File: src/rtl/opacc_seq.sv
// opacc_seq: command sequencer driving opacc through load/clear, K rank-1 updates and C drain
module opacc_seq #(
  parameter int ML = 2,
  parameter int KW = 8,
  parameter int RW = (ML > 1) ? $clog2(ML) : 1
) (
  input  logic          clk,
  input  logic          reset_n,
  input  logic          cmd_valid,
  output logic          cmd_ready,
  input  logic          cmd_load_c,
  input  logic [KW-1:0] cmd_k,
  input  logic          abort,
  input  logic          c_in_valid,
  output logic          c_in_ready,
  input  logic          ab_valid,
  output logic          ab_ready,
  output logic          c_out_valid,
  input  logic          c_out_ready,
  output logic          en_c,
  output logic          en_ab,
  output logic          clr_c,
  output logic [RW-1:0] row_sel,
  output logic          busy,
  output logic          done
);
  typedef enum logic [2:0] {IDLE, LOAD_C, CLEAR, ACC, DRAIN, DONE} state_t;
  state_t state, state_nx;
  logic [RW-1:0] row_cnt, row_nx;
  logic [KW-1:0] k_cnt, k_nx, k_reg;
  logic last_row, last_k, k_zero, accept;
  assign last_row = row_cnt == RW'(ML - 1);
  assign last_k = k_cnt == k_reg - KW'(1);
  assign k_zero = k_reg == '0;
  assign accept = cmd_ready & cmd_valid;
  always_comb begin
    state_nx = state;
    row_nx = row_cnt;
    k_nx = k_cnt;
    cmd_ready = 1'b0;
    c_in_ready = 1'b0;
    ab_ready = 1'b0;
    c_out_valid = 1'b0;
    en_c = 1'b0;
    en_ab = 1'b0;
    clr_c = 1'b0;
    row_sel = '0;
    done = 1'b0;
    busy = state != IDLE;
    case (state)
      IDLE: begin
        cmd_ready = ~abort;
        if (cmd_valid && !abort) begin
          row_nx = '0;
          k_nx = '0;
          state_nx = cmd_load_c ? LOAD_C : CLEAR;
        end
      end
      LOAD_C: begin
        c_in_ready = 1'b1;
        row_sel = row_cnt;
        en_c = c_in_valid;
        if (c_in_valid) begin
          row_nx = last_row ? '0 : row_cnt + RW'(1);
          state_nx = !last_row ? LOAD_C : k_zero ? DRAIN : ACC;
        end
      end
      CLEAR: begin
        clr_c = 1'b1;
        state_nx = k_zero ? DRAIN : ACC;
      end
      ACC: begin
        ab_ready = 1'b1;
        en_ab = ab_valid;
        // k_cnt parks on k_reg-1 at the final update rather than overshooting
        if (ab_valid) begin
          k_nx = last_k ? k_cnt : k_cnt + KW'(1);
          state_nx = last_k ? DRAIN : ACC;
        end
      end
      DRAIN: begin
        c_out_valid = 1'b1;
        row_sel = row_cnt;
        en_c = c_out_ready;
        if (c_out_ready) begin
          row_nx = last_row ? '0 : row_cnt + RW'(1);
          state_nx = last_row ? DONE : DRAIN;
        end
      end
      DONE: begin
        done = 1'b1;
        state_nx = IDLE;
      end
      default: state_nx = IDLE;
    endcase
    // abort also withdraws ready/valid so no beat is handshaken and then dropped
    if (abort && state != IDLE) begin
      state_nx = IDLE;
      row_nx = '0;
      k_nx = '0;
      c_in_ready = 1'b0;
      ab_ready = 1'b0;
      c_out_valid = 1'b0;
      en_c = 1'b0;
      en_ab = 1'b0;
      clr_c = 1'b0;
      done = 1'b0;
    end
  end
  always_ff @(posedge clk or negedge reset_n) begin
    if (!reset_n) begin
      state <= IDLE;
      row_cnt <= '0;
      k_cnt <= '0;
      k_reg <= '0;
    end else begin
      state <= state_nx;
      row_cnt <= row_nx;
      k_cnt <= k_nx;
      if (accept) k_reg <= cmd_k;
    end
  end
endmodule
File: config.mk
export PLATFORM = sky130hd
export DESIGN_NAME = opacc_seq
export DESIGN_NICKNAME = d
export VERILOG_FILES = /design/src/rtl/opacc_seq.sv
export SDC_FILE = /design/constraint.sdc
export NUM_CORES = 1
export LEC_CHECK = 0
export ABC_CLOCK_PERIOD_IN_PS = 4000
export CORE_MARGIN = 5
export CORE_UTILIZATION = 40
export CTS_CLUSTER_SIZE = 28
export DETAILED_ROUTE_END_ITERATION = 6
export HOLD_SLACK_MARGIN = 0.15
export PLACE_DENSITY = 0.67
export SYNTH_ARGS = -nofsm -noshare
export SYNTH_HDL_FRONTEND = slang
export SYNTH_SLANG_ARGS = --single-unit
File: constraint.sdc
create_clock -name clk -period 4 [get_ports clk]
set_input_delay 0.6 -clock clk [delete_from_list [all_inputs] [get_ports clk]]
set_output_delay 0.6 -clock clk [all_outputs]
set_load 0.005 [all_outputs]
# --- After elaboration in Yosys (flattened, before gate mapping) ---
# Index checks and enable logic that the tools add are counted.
op_classes:
  addsub: 3
  n_eq_ne: 11
  n_mux: 38
  bitwise: 2
  n_reduce_logical: 12
op_table:
  columns: ["op", "count"]
  rows:
  - ["$mux W8", 4]
  - ["$mux W3", 8]
  - ["$mux W1", 21]
  - ["$pmux W8 S2", 1]
  - ["$ne A3 B3 Y1 const B", 5]
  - ["$pmux W3 S5", 1]
  - ["$reduce_and A4 Y1", 3]
  - ["$add A8 B1 Y8 const B", 1]
  - ["$eq A8 B8 Y1", 1]
  - ["$logic_not A8 Y1", 1]
  - ["$sub A8 B1 Y8 const B", 1]
  - ["$eq A3 B2 Y1 const B", 2]
  - ["$eq A3 B3 Y1 const B", 2]
  - ["$reduce_bool A3 Y1", 2]
  - ["$reduce_bool A4 Y1", 1]
  - ["$eq A3 B1 Y1 const B", 1]
  - ["$logic_not A3 Y1", 1]
  - ["$pmux W1 S3", 1]
  - ["$logic_and A1 B1 Y1", 2]
  - ["$mux W2", 1]
  - ["$pmux W1 S2", 1]
  - ["$reduce_or A2 Y1", 1]
  - ["$add A1 B1 Y1 const B", 1]
  - ["$and A1 B1 Y1", 1]
  - ["other kinds (2)", 2]
word_totals:
  regBits: 20
  out_inout_bits: 10

# --- Depth between registers and ports, before layout ---
# Gate-level depths: netlist of the first run.
depth:
  depth_word: 6
  depth_mapped: 8

# --- Worst setup path after synthesis of the first run ---
# OpenSTA, ideal clock, no wires.
synth_timing:
  kind: "input -> output"
  start: "in abort"
  end: "out en_ab"
  t_arrival_ps: 1704
  path_slack_ps: 1696
  cell_stages: 5
  path_buffers: 1
  path_cell_list: "buf_2 -> nor4b_1 -> nor2b_1 -> a211o_1 -> nor3_2"
synth_via:
  elab_chain_len: 2
synth_rtl:
  columns: ["item", "line_no", "source"]
  rows:
  - ["start, declared", "13", "input logic abort,"]
  - ["$logic_and A1 B1 Y1", "97", "if (abort && state != IDLE) begin"]
  - ["$mux W1", "97", null]
  - ["end, declared", "21", "output logic en_ab,"]
# No other way between the ends.

# --- Worst setup path after layout of the first run ---
# Ends and elaborated chain as after synthesis.

==> results.md, run 1 <==
* WL per Instance at 15.6 um
* Yosys warns at 0
* Vias/cell at 5.97
* CTS sink cnt at 20
* Worst Setup Start Kind: input port
* Worst-margin pin slew at 0.929 ns
* Cell Pwr Density at 513 nW/um^2
* CP max stage cell: or4b_2
* DRT iter0 DRCs at 142
* Post-synth EDFFs at 0
* WHS at 0.547 ns
* Vias in the first global route at 1,313
* Slew Limit Fails at 0
* Met2 routed WL at 1.84 mm
* Core ar. at 3580 um^2
* Crit Reg-Reg Startpoint: k_reg[0]
* Maximum clock rate at 280 MHz
* Hold Buf Count CTS at 0
* DR vias at 1,415
* GPL Wtd Cong at 0.828
* Post-Syn Instances at 166
* Skew final at 0.00664 ns
* Area growth, synth to finish at 21.4%
* Final min period at 3.58 ns
* WS Path Type: input port to primary output
* Row cnt at 22
* Initial antenna violation count at 0
* Die height at 70.3 um
* Synth top area cells: dfrtp_1 (34%), mux2_2 (6.2%), nor2_1 (5.2%)
* Pre-antenna DRT Iters at 4
* CTS buffer count at 3
* Fin crit share at 0.894
* CP max stage delay at 0.71 ns
* Setup Fix Bufs, Post-CTS at 0
* Proportion of layout cells with a drive suffix above 1 at 0.101
* Routed wire length at 3.71 mm
* CP required at 3.40 ns
* Crit path cell chain: clkdlybuf4s50_1, or4b_2, o22ai_1, a211o_1, nor3_2, clkdlybuf4s50_1
* Endpoints failing setup at 0
* Die area at 4940 um^2
* Total track usage at 0.153
* Number of port buffers at 25
* Leakage at 0.708 nW
* Inst Count DP at 234
* Total negative setup slack at 0 ns
* Post-synthesis async set-or-reset flop share at 1.00
* Worst-Skew Late Latency at 0.31 ns
* Final nets at 209
* Global-route wire length before repair at 6.22 mm
* Post-CTS Resized at 0
* Arr. time, crit path at 2.98 ns
* Crit end category: primary output
* Area fraction of the dominant cell type after synthesis at 0.344
* CP most frequent cell: clkdlybuf4s50_1
* Yosys reg bits at 20
* Fin util at 0.493
* Status: complete, no violations
* CP startpoint: abort
* CTS tree: done
* Peak VDD IR at 0.238 mV
* Main flop type after synthesis: dfrtp_1
* Top cells by count, synth: dfrtp_1 (20), nor2_1 (20), nand2_1 (11)
* Distinct cell type count after synthesis at 52
* Hold Fails Final Rpt at 0
* Remaining DRCs at 0
* Mapped Avg Cell Area at 8.76 um^2
* Finished Layout Cells at 237
* RSZ-0062 raised after global routing: false
* Gr ovfl total at 0
* Largest area contributor in the netlist: dfrtp_1
* Top Ports at 26
* Worst path bufs/invs at 2
* Critical path's top delay family: buffers and inverters
* Sequential area share after synthesis at 0.344
* Syn nets at 184
* Hold Crit Class: register to register
* Largest net degree at the start of global routing at 21
* DR WL met3 at 232 um
* Longest Clk Path Bufs at 2
* DP Wirelength at 2.73 mm
* Critical path peak fanout at 11
* Die Wd at 70.3 um
* Finished Cell Area at 1770 um^2
* Initial Util at 0.406
* Clk slew on worst S/H paths at 0.12 ns
* Syn Std Cell Area at 1450 um^2
* WL met1 at 1.59 mm
* Uppermost layer routed: met4
* DRT antenna net count at 0
* H-tree Lvls at 1
* Slew margin rel. at 0.379
* Min-delay src: k_cnt[7]
* Placed Instance Area at 1740 um^2
* Root Buffer: clkbuf_4
* Diodes inserted at 0
* Max Cap Violations at 0
[cell usage in the layout (no fill, tap or decap), types with 2 or more instances in the layout]
cell type | netlist | layout
o31ai_1 | 2 | 2
nand3b_1 | 3 | 3
o21ai_0 | 7 | 7
and2_1 | 2 | 2
dfrtp_1 | 20 | 20
mux2_2 | 8 | 8
clkbuf_4 | 0 | 3
o21bai_1 | 2 | 2
xnor2_1 | 4 | 4
nor2b_1 | 2 | 2
o22ai_1 | 7 | 7
nand3_1 | 8 | 8
ha_1 | 2 | 2
a211oi_2 | 2 | 2
and3_1 | 5 | 5
nand2_1 | 11 | 11
a21oi_1 | 5 | 5
a221oi_1 | 3 | 3
o311ai_0 | 3 | 3
nor3_1 | 4 | 4
clkdlybuf4s50_1 | 0 | 25
inv_1 | 7 | 7
xor2_1 | 4 | 4
o211ai_1 | 3 | 3
nor2_1 | 20 | 20
nor3b_1 | 2 | 2
[layer usage]
metal | vias to the layer above | track usage
li1 | 678 | -
met1 | 676 | 0.194
met2 | 56 | 0.257
met3 | 5 | 0.0273
met4 | 0 | 0.0553
met5 | - | 0
[worst paths after layout]
| check | endpoint | slack, ns | depth (start not counted) |
|---|---|---|---|
| worst max-delay path | en_ab | 0.42 | 6 |
| worst min-delay path | k_cnt[7] | 0.55 | 1 |
| worst max register to register | k_cnt[6] | 1.49 | 8 |
| worst min register to register | k_cnt[7] | 0.55 | 1 |
| max in group asynchronous | k_reg[2] | 2.64 | 1 |
| min in group asynchronous | state[2] | 0.79 | 1 |
[kinds of logic (layout without fill, tap and decap cells)]
kind of cell    after synthesis  in the layout  synth area share
simple gates                 70             70             0.261
compound gates               45             45             0.228
flops                        20             20             0.344
buf+inv                      12             35            0.0327
mux                           9              9            0.0688
xor+xnor                      8              8            0.0482
fa+ha+maj                     2              2            0.0172
[report_power, final]
group / total, W / switching (W) / internal, W
Combinational: 0.000441 / 0.000218 / 0.000223
Sequential: 0.000363 / 0.000105 / 0.000258
Clock: 0.000101 / 0.0000655 / 0.0000353
Total: 0.000905 / 0.000389 / 0.000517
[metrics by stage]
stage,total power [W],setup slack [ns]
floorplan,0.000663,1.70
global placement,0.000785,0.537
detailed placement,0.000805,0.478
CTS,0.000908,0.458
global route,0.000982,0.325
finish,0.000905,0.422
[cell type report]
cell class / count / area, um^2
tap: 48 / 60.1
clock buffer: 3 / 22.5
fill: 342 / 1810
timing repair buffer: 25 / 250
multi-input combinational: 134 / 906
inverter: 7 / 26.3
sequential: 20 / 500
Power figures use the tool's default switching activity.
==> inputs of run 2 (changes only) <==
Settings changed: ABC_AREA set to 1, ABC_CLOCK_PERIOD_IN_PS 4000 to not set, CAP_MARGIN set to 15.
==> results.md, run 2 <==
* Routed wire length at 3.66 mm (was 3.71 mm)
* Die height at 72.6 um (was 70.3 um)
* Yosys reg bits at 20 (unchanged)
* Worst-margin pin slew at 0.970 ns (was 0.929 ns)
* Largest net degree at the start of global routing at 21 (unchanged)
* Post-synth EDFFs at 0 (unchanged)
* H-tree Lvls at 1 (unchanged)
* DR vias at 1,519 (was 1,415)
* Total track usage at 0.150 (was 0.153)
* Fin util at 0.517 (was 0.493)
* Diodes inserted at 0 (unchanged)
* Commonest non-fill, non-tap cell in the layout: nand2_1 (was clkdlybuf4s50_1)
* Row cnt at 22 (unchanged)
* Gr ovfl total at 0 (unchanged)
* WHS at 0.517 ns (was 0.547 ns)
* Inst Count DP at 305 (was 234)
* Maximum clock rate at 355 MHz (was 280 MHz)
* Reg2reg setup slack at 2.15 ns (was 1.49 ns)
* Syn nets at 252 (was 184)
* Max Cap Violations at 0 (unchanged)
* Hold Fails Final Rpt at 0 (unchanged)
* Top Ports at 26 (unchanged)
* Synth top area cells: dfrtp_1 (32%), nand2_1 (16%), nor2_1 (8.2%) (was dfrtp_1 (34%), mux2_2 (6.2%), nor2_1 (5.2%))
* Die area at 5260 um^2 (was 4940 um^2)
* Hold Buf Count CTS at 0 (unchanged)
* Crit end category: primary output (unchanged)
* Global-route wire length before repair at 6.18 mm (was 6.22 mm)
* Root Buffer: clkbuf_8 (was clkbuf_4)
* Total negative setup slack at 0 ns (unchanged)
* GPL Wtd Cong at 0.844 (was 0.828)
* CTS tree: done (unchanged)
* RSZ-0062 raised after global routing: false (unchanged)
* Post-CTS Resized at 0 (unchanged)
* WL per Instance at 11.8 um (was 15.6 um)
* Status: complete, no violations (unchanged)
* CP required at 3.40 ns (about the same)
* Worst Setup Start Kind: input port (unchanged)
* Post-synthesis async set-or-reset flop share at 1.00 (unchanged)
* Largest area contributor in the netlist: dfrtp_1 (unchanged)
* Critical path peak fanout at 8 (was 11)
* Fin crit share at 0.704 (was 0.894)
* Slew Limit Fails at 0 (unchanged)
* Worst-Skew Late Latency at 0.26 ns (was 0.31 ns)
* Distinct cell type count after synthesis at 31 (was 52)
* Vias/cell at 4.92 (was 5.97)
* Final min period at 2.82 ns (was 3.58 ns)
* DP Wirelength at 2.84 mm (was 2.73 mm)
* Yosys warns at 0 (unchanged)
* Worst r2r dst: k_cnt[6] (unchanged)
* CTS sink cnt at 20 (unchanged)
* Longest Clk Path Bufs at 2 (unchanged)
* Reg2Reg Depth at 13 (was 8)
* Peak VDD IR at 0.318 mV (was 0.238 mV)
* DRT iter0 DRCs at 115 (was 142)
* Commonest non-fill, non-tap cells in the layout: nand2_1 (67), nor2_1 (34), inv_1 (28) (was clkdlybuf4s50_1 (25), nor2_1 (20), dfrtp_1 (20))
* Clk slew on worst S/H paths at 0.08 ns (was 0.12 ns)
* Skew final at 0.00649 ns (was 0.00664 ns)
* Main flop type after synthesis: dfrtp_1 (unchanged)
* Crit Reg-Reg Startpoint: k_reg[0] (unchanged)
* Cell Pwr Density at 527 nW/um^2 (was 513 nW/um^2)
* WS Path Type: input port to primary output (unchanged)
* Initial antenna violation count at 0 (unchanged)
* Endpoints failing setup at 0 (unchanged)
* Number of port buffers at 25 (unchanged)
* Setup Fix Bufs, Post-CTS at 0 (unchanged)
* CP endpoint: en_c (was en_ab)
* Arr. time, crit path at 2.22 ns (was 2.98 ns)
* Top cells by count, synth: nand2_1 (67), nor2_1 (34), inv_1 (28) (was dfrtp_1 (20), nor2_1 (20), nand2_1 (11))
* CP startpoint: abort (unchanged)
* Sequential area share after synthesis at 0.320 (was 0.344)
* Hold Crit Class: register to register (unchanged)
* Leakage at 0.919 nW (was 0.708 nW)
* Finished Layout Cells at 309 (was 237)
* Initial Util at 0.421 (was 0.406)
* Vias in the first global route at 1,340 (was 1,313)
* Die Wd at 72.6 um (was 70.3 um)
* DRT antenna net count at 0 (unchanged)
* CTS buffer count at 3 (unchanged)
* Slew margin rel. at 0.351 (was 0.379)
* Most common cell in the netlist: nand2_1
* Mapped Avg Cell Area at 6.69 um^2 (was 8.76 um^2)
* Final nets at 280 (was 209)
* Remaining DRCs at 0 (unchanged)
* Post-Syn Instances at 234 (was 166)
* Core ar. at 3720 um^2 (was 3580 um^2)
* Syn Std Cell Area at 1570 um^2 (was 1450 um^2)
* Area growth, synth to finish at 22.7% (was 21.4%)
* Area fraction of the dominant cell type after synthesis at 0.320 (was 0.344)
* Pre-antenna DRT Iters at 4 (unchanged)
* Proportion of layout cells with a drive suffix above 1 at 0.123 (was 0.101)
==> run 2: cell types whose count changed after synthesis, sizes merged, moves of 6 or more <==
cell,delta
o22ai,-6
nand2,+64
a21oi,+7
inv,+28
nand3,+14
mux2,-7
nor2,+21
==> run 2: worst min-delay path by stage <==
stage / depth (start not counted) / slack [ns] / endpoint / startpoint
2_1_floorplan: 0 / 0.30 / k_cnt[0] / reset_n
3_3_place_gp: 2 / 0.50 / k_cnt[6] / k_cnt[6]
3_5_place_dp: 2 / 0.50 / k_cnt[6] / k_cnt[6]
4_1_cts: 2 / 0.52 / k_cnt[6] / k_cnt[6]
5_1_grt: 2 / 0.56 / k_cnt[6] / k_cnt[6]
6_report: 2 / 0.52 / k_cnt[6] / k_cnt[6]
==> run 2: layout make-up <==
type | count | area (um^2)
repair buffers | 25 | 250
flip-flops and latches | 20 | 500
inverters | 36 | 143
fillers | 393 | 1800
well taps | 48 | 60.1
clock buffers | 4 | 55.1
multi-input cells | 176 | 912
==> run 2: per-stage QoR <==
step | power [W] | worst slack [ns] | cell area, um^2
floorplan | 0.000709 | 2.20 | 1570
finish | 0.00101 | 1.18 | 1920
detailed placement | 0.000857 | 1.18 | 1870
global placement | 0.000854 | 1.21 | 1870
global route | 0.00110 | 1.05 | 1920
CTS | 0.00102 | 1.18 | 1920
==> run 2: critical path: stages <==
cell and delay (ns):
clkdlybuf4s50_1 0.69, nand2_1 0.12, inv_1 0.12, nor2_1 0.07
a22o_1 0.17, clkdlybuf4s50_1 0.44
==> run 2: kinds of logic (layout without fill, tap and decap cells) <==
logic type                 count (synthesis)  in the layout  share of synthesized area
adders and majority gates                  2              2                     0.0160
DFF                                       20             20                      0.320
buffers and inverters                     38             65                     0.0975
xor gates and xnor gates                   5              5                     0.0280
AOI/OAI and AO/OA                         21             21                     0.0799
and+or+nand+nor                          147            147                      0.452
muxes                                      1              1                    0.00719
==> run 2: metal layers <==
| layer | wire [um] | up-vias | GRT usage | share of wire |
|---|---|---|---|---|
| met2 | 1600 | 42 | 0.222 | 0.44 |
| met5 | 0 | - | 0 | 0 |
| met4 | 20 | 0 | 0.0369 | 0.0055 |
| met1 | 1830 | 681 | 0.218 | 0.50 |
| met3 | 205 | 4 | 0.0346 | 0.056 |
| li1 | - | 792 | - | - |
==> run 2: report_power, final <==
part | switching, W | internal [W] | leakage [nW] | total [W]
clock network | 0.0000703 | 0.0000877 | 0.0288 | 0.000158
logic | 0.000331 | 0.000206 | 0.639 | 0.000538
registers | 0.0000597 | 0.000257 | 0.251 | 0.000316
total | 0.000461 | 0.000551 | 0.919 | 0.00101
==> inputs of run 3 (changes only) <==
Settings changed: PLACE_DENSITY 0.67 to 0.69.
Clock period 4 ns to 2.4 ns, I/O delays scaled along.
==> results.md, run 3 (synthesis gave the netlist of run 2 again) <==
* Met2 routed WL at 1.54 mm (was 1.60 mm)
* Crit path cell chain: inv_2, nand2_1, nor2_2, inv_1, nor2_1, a22o_1, clkdlybuf4s50_1 (was clkdlybuf4s50_1, nand2_1, inv_1, nor2_1, a22o_1, clkdlybuf4s50_1)
* Fin crit share at 0.945
* Uppermost layer routed: met4 (unchanged)
* Slew margin rel. at 0.784 (was 0.351)
* Total chip power at 0.00165 W (was 0.00101 W)
* Clock power frac at 0.132 (was 0.156)
* CP startpoint: state[1] (was abort)
* CP max stage delay at 0.49 ns (was 0.69 ns)
* Status: complete, no violations (unchanged)
* DR vias at 1,508 (was 1,519)
* Longest Clk Path Bufs at 2 (unchanged)
* Row cnt at 22 (unchanged)
* Fin util at 0.522 (was 0.517)
* CTS buffer count at 3 (unchanged)
* DP Worst Slack at 0.185 ns (was 1.18 ns)
* H-tree Lvls at 1 (unchanged)
* Vias in the first global route at 1,345 (was 1,340)
* WL met1 at 1.81 mm (was 1.83 mm)
* Sw frac at 0.457 (was 0.456)
* Core ar. at 3720 um^2 (unchanged)
* Total track usage at 0.141 (was 0.150)
* Worst path bufs/invs at 3 (unchanged)
* CP max stage cell: clkdlybuf4s50_1 (unchanged)
* Clk slew on worst S/H paths at 0.07 ns (was 0.08 ns)
* Total negative setup slack at 0 ns (unchanged)
* Critical path's top delay family: buffers and inverters (unchanged)
* CP required at 2.04 ns (was 3.40 ns)
* Pre-antenna DRT Iters at 4 (unchanged)
* Hold Crit Class: input port to asynchronous set/reset pin (was register to register)
* Cell Int Power at 0.000896 W (was 0.000551 W)
* Skew final at 0.00200 ns (was 0.00649 ns)
* Root Buffer: clkbuf_8 (unchanged)
* Post-CTS Resized at 0 (unchanged)
* Die height at 72.6 um (unchanged)
* Crit Reg-Reg Startpoint: k_reg[0] (unchanged)
* Gr ovfl total at 0 (unchanged)
* Routed wire length at 3.48 mm (was 3.66 mm)
* Comb pwr share at 0.546 (was 0.531)
* Initial Util at 0.421 (unchanged)
* Hold Fails Final Rpt at 0 (unchanged)
* Arr. time, crit path at 1.91 ns (was 2.22 ns)
* Leakage at 0.926 nW (was 0.919 nW)
* Final min period at 2.27 ns
* Number of port buffers at 25 (unchanged)
* Final nets at 283 (was 280)
* DRT iter0 DRCs at 79 (was 115)
* Diodes inserted at 0 (unchanged)
* Max Cap Violations at 0 (unchanged)
* Crit end category: primary output (unchanged)
* Initial antenna violation count at 0 (unchanged)
* WS Path Type: register to primary output (was input port to primary output)
* Slew Limit Fails at 0 (unchanged)
* Global-route wire length before repair at 5.93 mm (was 6.18 mm)
* Largest net degree at the start of global routing at 21 (unchanged)
* Commonest non-fill, non-tap cell in the layout: nand2_1 (unchanged)
* Proportion of layout cells with a drive suffix above 1 at 0.141 (was 0.123)
* Critical path peak fanout at 4 (was 8)
* DRT antenna net count at 0 (unchanged)
* CTS sink cnt at 20 (unchanged)
* Worst-margin pin slew at 0.323 ns (was 0.970 ns)
* Top Ports at 26 (unchanged)
* WL per Instance at 11.2 um (was 11.8 um)
* GPL Wtd Cong at 0.869 (was 0.844)
* Remaining DRCs at 0 (unchanged)
* Worst Setup Start Kind: register (was input port)
* Die area at 5260 um^2 (unchanged)
* Vias/cell at 4.85 (was 4.92)
* DR WL met3 at 88 um (was 205 um)
* P_sw at 0.000753 W (was 0.000461 W)
* Peak VDD IR at 0.385 mV (was 0.318 mV)
* Setup Fix Bufs, Post-CTS at 0 (unchanged)
* Maximum clock rate at 441 MHz
* Endpoints failing setup at 0 (unchanged)
* Area growth, synth to finish at 24.0% (was 22.7%)
* Die Wd at 72.6 um (unchanged)
* CTS tree: done (unchanged)
* Cell Pwr Density at 850 nW/um^2 (was 527 nW/um^2)
* Worst-Skew Late Latency at 0.25 ns (was 0.26 ns)
* Commonest non-fill, non-tap cells in the layout: nand2_1 (67), nor2_1 (32), inv_1 (28) (was nand2_1 (67), nor2_1 (34), inv_1 (28))
* RSZ-0062 raised after global routing: false (unchanged)
* DP Wirelength at 2.85 mm (was 2.84 mm)
* Sequential power share at 0.323 (was 0.313)
* Final setup margin at 0.132 ns (was 1.18 ns)
* Hold Buf Count CTS at 0 (unchanged)
-- run 3: cell types whose count changed in the layout (fill, tap and decap cells not counted) --
cell      change
buf_4         +3
clkbuf_8      -1
dfrtp_1       -1
dfrtp_2       +1
nor2_1        -2
nor2_2        +1
nor2_4        +1
-- run 3: final timing paths --
kind                       cells past startpoint  endpoint  slack [ns]
max in group asynchronous                      2  state[2]        1.73
hold reg to reg                                2  k_cnt[6]        0.51
setup / recovery                               7      en_c        0.13
hold / removal                                 2  k_reg[5]        0.44
setup reg to reg                              13  k_cnt[7]        0.54
min in group clk                               2  k_cnt[6]        0.51
-- run 3: layer usage --
metal,up-vias,GRT usage
met5,-,0
met4,0,0.0369
met3,2,0.0263
met2,17,0.217
met1,693,0.200
li1,796,-
-- run 3: power by group through the flow --
stage	clock [W]	sequential, W	combinational, W
floorplan	0	0.000508	0.000674
global placement	0	0.000532	0.000891
detailed placement	0	0.000531	0.000895
CTS	0.000227	0.000525	0.000899
global route	0.000241	0.000547	0.00101
finish	0.000217	0.000532	0.000900
-- run 3: area by class of cell --
type	count	area (um^2)
clock buffers	3	41.3
fillers	377	1780
multi-input cells	176	922
well taps	48	60.1
flip-flops and latches	20	502
repair buffers	28	273
inverters	36	143
-- run 3: stage by stage --
step | cells | hold slack, ns | area, um^2
after floorplan | 234 | 0.0644 | 1570
after global placement | 308 | 0.492 | 1890
after detailed placement | 308 | 0.490 | 1890
after CTS | 311 | 0.445 | 1930
after global routing | 311 | 0.471 | 1940
final | 311 | 0.441 | 1940
